**src/rtl/packet_serializer.sv**
```systemverilog
`default_nettype none
// packet_serializer: captures the scheduler-selected packet once the selector tree has settled,
// acknowledges it with a one-cycle consumed pulse, and replays it LSB-first as valid/ready beats.
module packet_serializer #(
    parameter int DATA_SIZE      = 678,
    parameter int BEAT_WIDTH     = 128,
    parameter int SELECT_LATENCY = 1,
    parameter int REGISTER_SIZE  = 32
) (
    input  logic                     clock_i,
    input  logic                     reset_i,
    input  logic [DATA_SIZE-1:0]     packet_i,
    input  logic                     activate_i,
    output logic                     consumed_o,
    output logic [BEAT_WIDTH-1:0]    out_data_o,
    output logic                     out_valid_o,
    input  logic                     out_ready_i,
    output logic                     out_last_o,
    output logic                     busy_o,
    output logic [REGISTER_SIZE-1:0] packets_sent_o
);
    localparam int NUM_BEATS   = (DATA_SIZE + BEAT_WIDTH - 1) / BEAT_WIDTH;
    localparam int TOTAL_W     = NUM_BEATS * BEAT_WIDTH;
    localparam int BEAT_IDX_W  = (NUM_BEATS > 1) ? $clog2(NUM_BEATS) : 1;
    localparam int WAIT_INIT_I = (SELECT_LATENCY > 0) ? SELECT_LATENCY - 1 : 0;
    localparam logic [3:0] WAIT_INIT = WAIT_INIT_I[3:0];
    localparam logic [BEAT_IDX_W-1:0] PENULT_BEAT =
        BEAT_IDX_W'((NUM_BEATS > 1) ? NUM_BEATS - 2 : 0);
    localparam logic ONE_BEAT = (NUM_BEATS == 1);

    typedef enum logic [1:0] {
        S_IDLE = 2'd0,
        S_WAIT = 2'd1,
        S_SEND = 2'd2
    } state_t;

    state_t                   state_q;
    logic [TOTAL_W-1:0]       shift_q;
    logic [TOTAL_W-1:0]       packet_ext_d;
    logic [BEAT_IDX_W-1:0]    beat_q;
    logic [3:0]               wait_q;
    logic                     consumed_q;
    logic                     valid_q;
    logic                     last_q;
    logic [REGISTER_SIZE-1:0] sent_q;
    logic [REGISTER_SIZE-1:0] sent_d;
    logic                     capture_d;
    logic                     handshake_d;

    // Zero-extend so the pad bits of the final beat always read as 0.
    always_comb begin
        packet_ext_d                = '0;
        packet_ext_d[DATA_SIZE-1:0] = packet_i;
    end

    assign capture_d   = ((state_q == S_IDLE) && activate_i && (SELECT_LATENCY == 0)) ||
                         ((state_q == S_WAIT) && (wait_q == 4'd0));
    assign handshake_d = valid_q && out_ready_i;
    assign sent_d      = sent_q + 1'b1;

    always_ff @(posedge clock_i or posedge reset_i) begin
        if (reset_i) begin
            state_q    <= S_IDLE;
            shift_q    <= '0;
            beat_q     <= '0;
            wait_q     <= 4'd0;
            consumed_q <= 1'b0;
            valid_q    <= 1'b0;
            last_q     <= 1'b0;
            sent_q     <= '0;
        end else begin
            consumed_q <= capture_d;
            case (state_q)
                S_IDLE: begin
                    if (activate_i && (SELECT_LATENCY != 0)) begin
                        wait_q  <= WAIT_INIT;
                        state_q <= S_WAIT;
                    end
                end
                S_WAIT: begin
                    if (wait_q != 4'd0) begin
                        wait_q <= wait_q - 4'd1;
                    end
                end
                S_SEND: begin
                    if (handshake_d) begin
                        if (last_q) begin
                            valid_q <= 1'b0;
                            last_q  <= 1'b0;
                            shift_q <= '0;
                            sent_q  <= sent_d;
                            state_q <= S_IDLE;
                        end else begin
                            // The current beat always sits in the low slice of the shifter.
                            shift_q <= shift_q >> BEAT_WIDTH;
                            beat_q  <= beat_q + 1'b1;
                            last_q  <= (beat_q == PENULT_BEAT);
                        end
                    end
                end
                default: state_q <= S_IDLE;
            endcase
            if (capture_d) begin
                shift_q <= packet_ext_d;
                beat_q  <= '0;
                valid_q <= 1'b1;
                last_q  <= ONE_BEAT;
                state_q <= S_SEND;
            end
        end
    end

    assign consumed_o     = consumed_q;
    assign out_data_o     = shift_q[BEAT_WIDTH-1:0];
    assign out_valid_o    = valid_q;
    assign out_last_o     = last_q;
    assign busy_o         = (state_q != S_IDLE);
    assign packets_sent_o = sent_q;

endmodule
`default_nettype wire
```
**config.mk**
```make
export PLATFORM = sky130hd
export DESIGN_NAME = packet_serializer
export DESIGN_NICKNAME = d
export VERILOG_FILES = /design/src/rtl/packet_serializer.sv
export SDC_FILE = /design/constraint.sdc
export NUM_CORES = 2
export LEC_CHECK = 0
export BUFFER_PORTS_ARGS = -buffer_cell sky130_fd_sc_hd__buf_2
export CORE_MARGIN = 3
export CORE_UTILIZATION = 28
export CTS_CLUSTER_DIAMETER = 120
export DETAILED_ROUTE_END_ITERATION = 10
export HOLD_SLACK_MARGIN = 0.15
export SLEW_MARGIN = 20
export SYNTH_ARGS = -nofsm -noshare
export SYNTH_HDL_FRONTEND = slang
export SYNTH_SLANG_ARGS = --single-unit
```
**constraint.sdc**
```tcl
create_clock -name clock_i -period 66.3 [get_ports clock_i]
set_clock_uncertainty 0.05 [all_clocks]
set_input_delay 6.63 -clock clock_i [delete_from_list [all_inputs] [get_ports clock_i]]
set_output_delay 6.63 -clock clock_i [all_outputs]
set_load 0.005 [all_outputs]
```
# Yosys cells after proc, flatten, opt, wreduce, memory -nomap -nowiden

Cells that the tools add are included.

Multiply operators: 0
Magnitude comparators: 0
Multiplexer cells: 24
Equal/unequal tests: 10
Div/mod/pow operators: 0
Bitwise logic cells: 0
Reduce and logical (&&, ||, !) cells: 16
Add/sub/neg operators: 3
Shift-type cells: 0

Operators by type and width:

| operator                                                                 | number |
|---|---|
| 768-bit 2-to-1 mux                                                       | 3 |
| 640-bit 2-to-1 mux                                                       | 1 |
| 32-bit by 1-bit adder with 32-bit output (second input constant)         | 1 |
| 3-bit 2-to-1 mux                                                         | 4 |
| 3-bit AND reduction                                                      | 4 |
| 2-bit nonzero test                                                       | 5 |
| 3-bit inequality test (second input constant)                            | 3 |
| 1-bit 2-to-1 mux                                                         | 8 |
| 2-bit 2-to-1 mux                                                         | 4 |
| 4-bit 2-to-1 mux                                                         | 2 |
| 4-bit case mux with 2 select lines                                       | 1 |
| 2-bit case mux with 3 select lines                                       | 1 |
| 4-bit zero test                                                          | 1 |
| 2-bit by 1-bit inequality test with 1-bit output (second input constant) | 2 |
| 2-bit inequality test (second input constant)                            | 2 |
| 4-bit AND reduction                                                      | 1 |
| 4-bit nonzero test                                                       | 1 |
| 4-bit by 1-bit subtractor with 4-bit output (second input constant)      | 1 |
| 3-bit by 1-bit adder with 3-bit output (second input constant)           | 1 |
| 3-bit == test (second input constant)                                    | 1 |
| 2-bit by 1-bit == test with 1-bit output (second input constant)         | 1 |
| 2-bit == test (second input constant)                                    | 1 |
| 1-bit logical AND                                                        | 2 |
| 2-bit zero test                                                          | 1 |
| 2-bit AND reduction                                                      | 1 |

Latch bits: 0
Output and inout bits: 164
Bits in writable memories: 0
Word-level logic and storage cells: 61
Memory bits (read-only): 0
Bits of input ports: 682
Flip-flop bits (word level): 812
Memories: 0

# Depth between registers and ports, before layout

Depth after elaboration: 5
Depth in mapped cells: 9
Depth with buffers taken out: 6

# Worst setup path after synthesis

Ideal clock, no wire load.

Path type: in2reg
Start point: input port out_ready_i
End point: register shift_q[10]
Library setup time: 127 ps
Arrival: 7,648 ps
Data required time: 66,123 ps
Path buffers: 3
Stages: 7
Slack: 58,475 ps
Cells stage by stage: and4b_1 > a21oi_1 > buf_4 > buf_2 > buf_2 > a222oi_1 > inv_1

Longest elaborated chain between the ends: 3

RTL lines:

| what                                 | RTL line | RTL |
|---|---|---|
| from (decl)                          | 17       | `input logic out_ready_i,` |
| 1-bit logical AND                    | 58       | `assign handshake_d = valid_q && out_ready_i;` |
| 2-bit nonzero test (no source line)  | -        |  |
| 2-bit AND reduction (no source line) | -        |  |
| to (signal assigned)                 | 95       | `shift_q <= shift_q >> BEAT_WIDTH;` |
| to (signal assigned)                 | 104      | `shift_q <= packet_ext_d;` |
| to (decl)                            | 38       | `logic [TOTAL_W-1:0] shift_q;` |

No other way between the ends.
A chain may end at the register's enable or synchronous reset.

# Worst setup path after layout

Start point: input port out_ready_i
End point: register shift_q[87]

The elaborated chain is that of the path after synthesis.

==> key figures <==
GRT
  • Via count of the first global-routing pass: 24400
  • Total grt overflow: 0
  • Largest net degree at the start of global routing: around 210
  • First-pass GRT wire length: 152.6 mm
  • GRT Util Overall: around 17%
  • Initial antenna violation count: 57

STA
  • Final Hold Viols: 0
  • Max transition margin: about a quarter
  • RSZ-0062 raised after global routing: no
  • Setup TNS: 0 ps
  • Fin crit period: slightly above 10000 ps
  • Fmax: 98.53 MHz
  • Final hold slack: 421.7 ps
  • Final setup violation count: 0
  • Slew Viols, Final: 0
  • Final Cycle Share: about 15%
  • Worst-Margin Slew: 1135 ps

Setup path
  • Most frequent CP cell: buf_4
  • Crit end category: register
  • Startpoint Class: input port
  • CP max stage delay: 840 ps
  • Crit path kind: in -> reg
  • Cell Chain, Critical Path: buf_2 > and4b_1 > a21oi_4 > buf_4 > buf_4 > buf_4 > a222oi_1 > inv_1
  • CP Data Required Time: between 60000 and 70000 ps
  • Crit path buf inv count: 5
  • CP top delay family: buffers and inverters
  • Arr. time, crit path: 10670 ps
  • Critical path's slowest cell: buf_4
  • Worst-path maximum fanout: 86

Clock tree
  • Max H-tree Level: 3
  • Post_cts resized: 0
  • CTS Root Cell: clkbuf_16
  • CTS clk-pin slew, worst paths: 60 ps
  • Clock Latency Late Sink: 640 ps
  • TritonCTS clock tree: done
  • Post-CTS Setup Bufs: 0
  • Cts bufs inserted: 82
  • Max clock buf depth: 3
  • CTS Hold Bufs: 0
  • Clock sinks: 722

Route
  • Via/cell ratio: ~4.8
  • DRC viols: 0
  • Via count: around 26000
  • DRT iter0 DRCs: 2897
  • Routed WL per cell: 19.77 microns
  • Post-Route WL: 105.1 mm
  • Antenna Nets Post-Route: 0
  • DR pass1 iterations: 10

Floorplan
  • Core area: approximately 110000 sq um
  • Initial Utilization: 28.26%
  • Die H: 337.9 microns
  • Die area: 114200 sq um
  • # rows: ~120
  • Die X: between 300 and 400 microns
  • IO Count: ~850

Job
  • Max-cap viol count: 0

Synth
  • Area leader, netlist: dfrtp_1
  • Syn Area/Cell: 9.846 sq um
  • Mapped Cells: 3133
  • Fraction of registers with async set or reset after synthesis: 100.0%
  • Main area contributors after synthesis: dfrtp_1 59%, nand2_1 14%, a22oi_1 10%
  • Top cells by count, synth: 1110 x nand2_1, 722 x dfrtp_1, 422 x a22oi_1
  • Synth top area share: between 50% and 60%
  • Netlist cell types: 40
  • EDFF count, synth: 0
  • Most numerous cell in the Yosys netlist: nand2_1
  • Syn Nets: ~3800
  • Yosys warning total: 0
  • Post-synthesis sequential area ratio: between 50 and 60%
  • Synth Flop Type: dfrtp_1
  • #FFs+latches synth: around 720
  • Cell Area, Synth: 30850 sq um

Run status
  • Status: finished clean

Pwr
  • Leakage: 19.98 nW
  • PwrDens: 47.44 nW/um^2
  • Max VDD drop: 31.36 uV

Placed design
  • Dpl hpwl: 72.74 mm
  • Final GP Congestion: approximately 0.85
  • PortBufs: 845

Layout
  • Nets@finish: 4414
  • Area Growth Syn to Fin: 23.44%
  • Layout cells sized above 1: 26.81%
  • Layout fillers: 11250

Worst hold path
  • Min-delay worst type: reg -> reg
==> area by class of cell <==
type / count / area, sq um / area share, %
sequential: 722 / 18070 / 47.45
multi-input combinational: 1912 / 10170 / 26.70
timing repair buffer: 871 / 4512 / 11.85
clock buffer: 124 / 2482 / 6.519
tap: 1476 / 1847 / 4.850
inverter: 139 / 529.3 / 1.390
clock inverter: 29 / 364.1 / 0.9562
antenna: 44 / 110.1 / 0.2892
==> metrics by stage <==
stage	total power, mW	instances	setup slack (ps)	instance area [sq um]	util, %
4_1_cts	1.820	5273	56250	37970	34.78
3_5_place_dp	1.338	5120	55600	35120	32.18
6_report	1.807	5317	56150	38080	34.89
2_1_floorplan	1.196	3133	39370	30850	-
3_3_place_gp	1.320	5120	55590	35120	32.18
5_1_grt	1.941	5311	55890	38060	34.87
==> power breakdown <==
part	internal [mW]	switching, mW
Clock	0.284	0.191
Sequential	0.636	0.120
Combinational	0.210	0.367
==> worst paths after layout <==
kind / cells after the start / endpoint / slack, ps / start
worst min-delay path: 2 / shift_q[460]$_DFFE_PP0P_ / 420 / shift_q[460]$_DFFE_PP0P_
max in group asynchronous: 5 / shift_q[224]$_DFFE_PP0P_ / 56980 / reset_i
min in group asynchronous: 2 / shift_q[26]$_DFFE_PP0P_ / 6080 / reset_i
worst max register to register: 10 / shift_q[55]$_DFFE_PP0P_ / 61300 / wait_q[0]$_DFFE_PP0P_
worst min register to register: 2 / shift_q[460]$_DFFE_PP0P_ / 420 / shift_q[460]$_DFFE_PP0P_
worst max-delay path: 8 / shift_q[87]$_DFFE_PP0P_ / 56150 / out_ready_i
==> tightest hold or removal path, cell delays in order (launching register included) <==
cell and delay, ps:
dfrtp_1 340, nand2_1 50, nand2_1 50
==> sequential cells by signal (all words and copies together) (netlist names) <==
register and count:
shift_q 678, packets_sent_o 32, wait_q 4, beat_q 3, state_q 2, consumed_o 1
out_last_o 1, out_valid_o 1
==> kinds of logic after synthesis <==
family	Yosys count	synth area share (%)
compound gates	689	16.72
xor+xnor	34	0.9654
fa+ha+maj	4	0.1623
buf+inv	499	8.558
flops	722	58.57
mux	2	0.06895
simple gates	1183	14.96
==> layer usage <==
metal | global-route usage, % | wire, microns | vias to the layer above
met2 | 26.42 | 49630 | 869
met5 | 0 | 133 | -
met3 | 4.534 | 7909 | 175
met4 | 7.401 | 3382 | 18
met1 | 23.44 | 44090 | 12660
li1 | - | - | 11890
==> placed cells by master, fill, tap and decap left out, types with 2 or more instances in the layout <==
cell type / count
a21o_1: 2
a21oi_1: 3
a222oi_1: 128
a22oi_1: 422
and2_1: 5
and3_1: 4
and4_1: 2
buf_12: 7
buf_2: 845
buf_4: 19
bufinv_16: 6
clkbuf_1: 17
clkbuf_16: 84
clkbuf_8: 23
clkinv_2: 13
clkinv_4: 2
clkinv_8: 3
clkinvlp_4: 2
dfrtp_1: 722
diode_2: 44
ha_1: 4
inv_1: 138
inv_6: 2
nand2_1: 1110
nand3_1: 16
nand4_1: 15
nor2_1: 12
nor3_1: 5
nor4_1: 2
nor4_2: 2
o21ai_0: 42
o21ai_1: 89
xnor2_1: 27
xor2_1: 7
(Power assumes the default switching activity.)
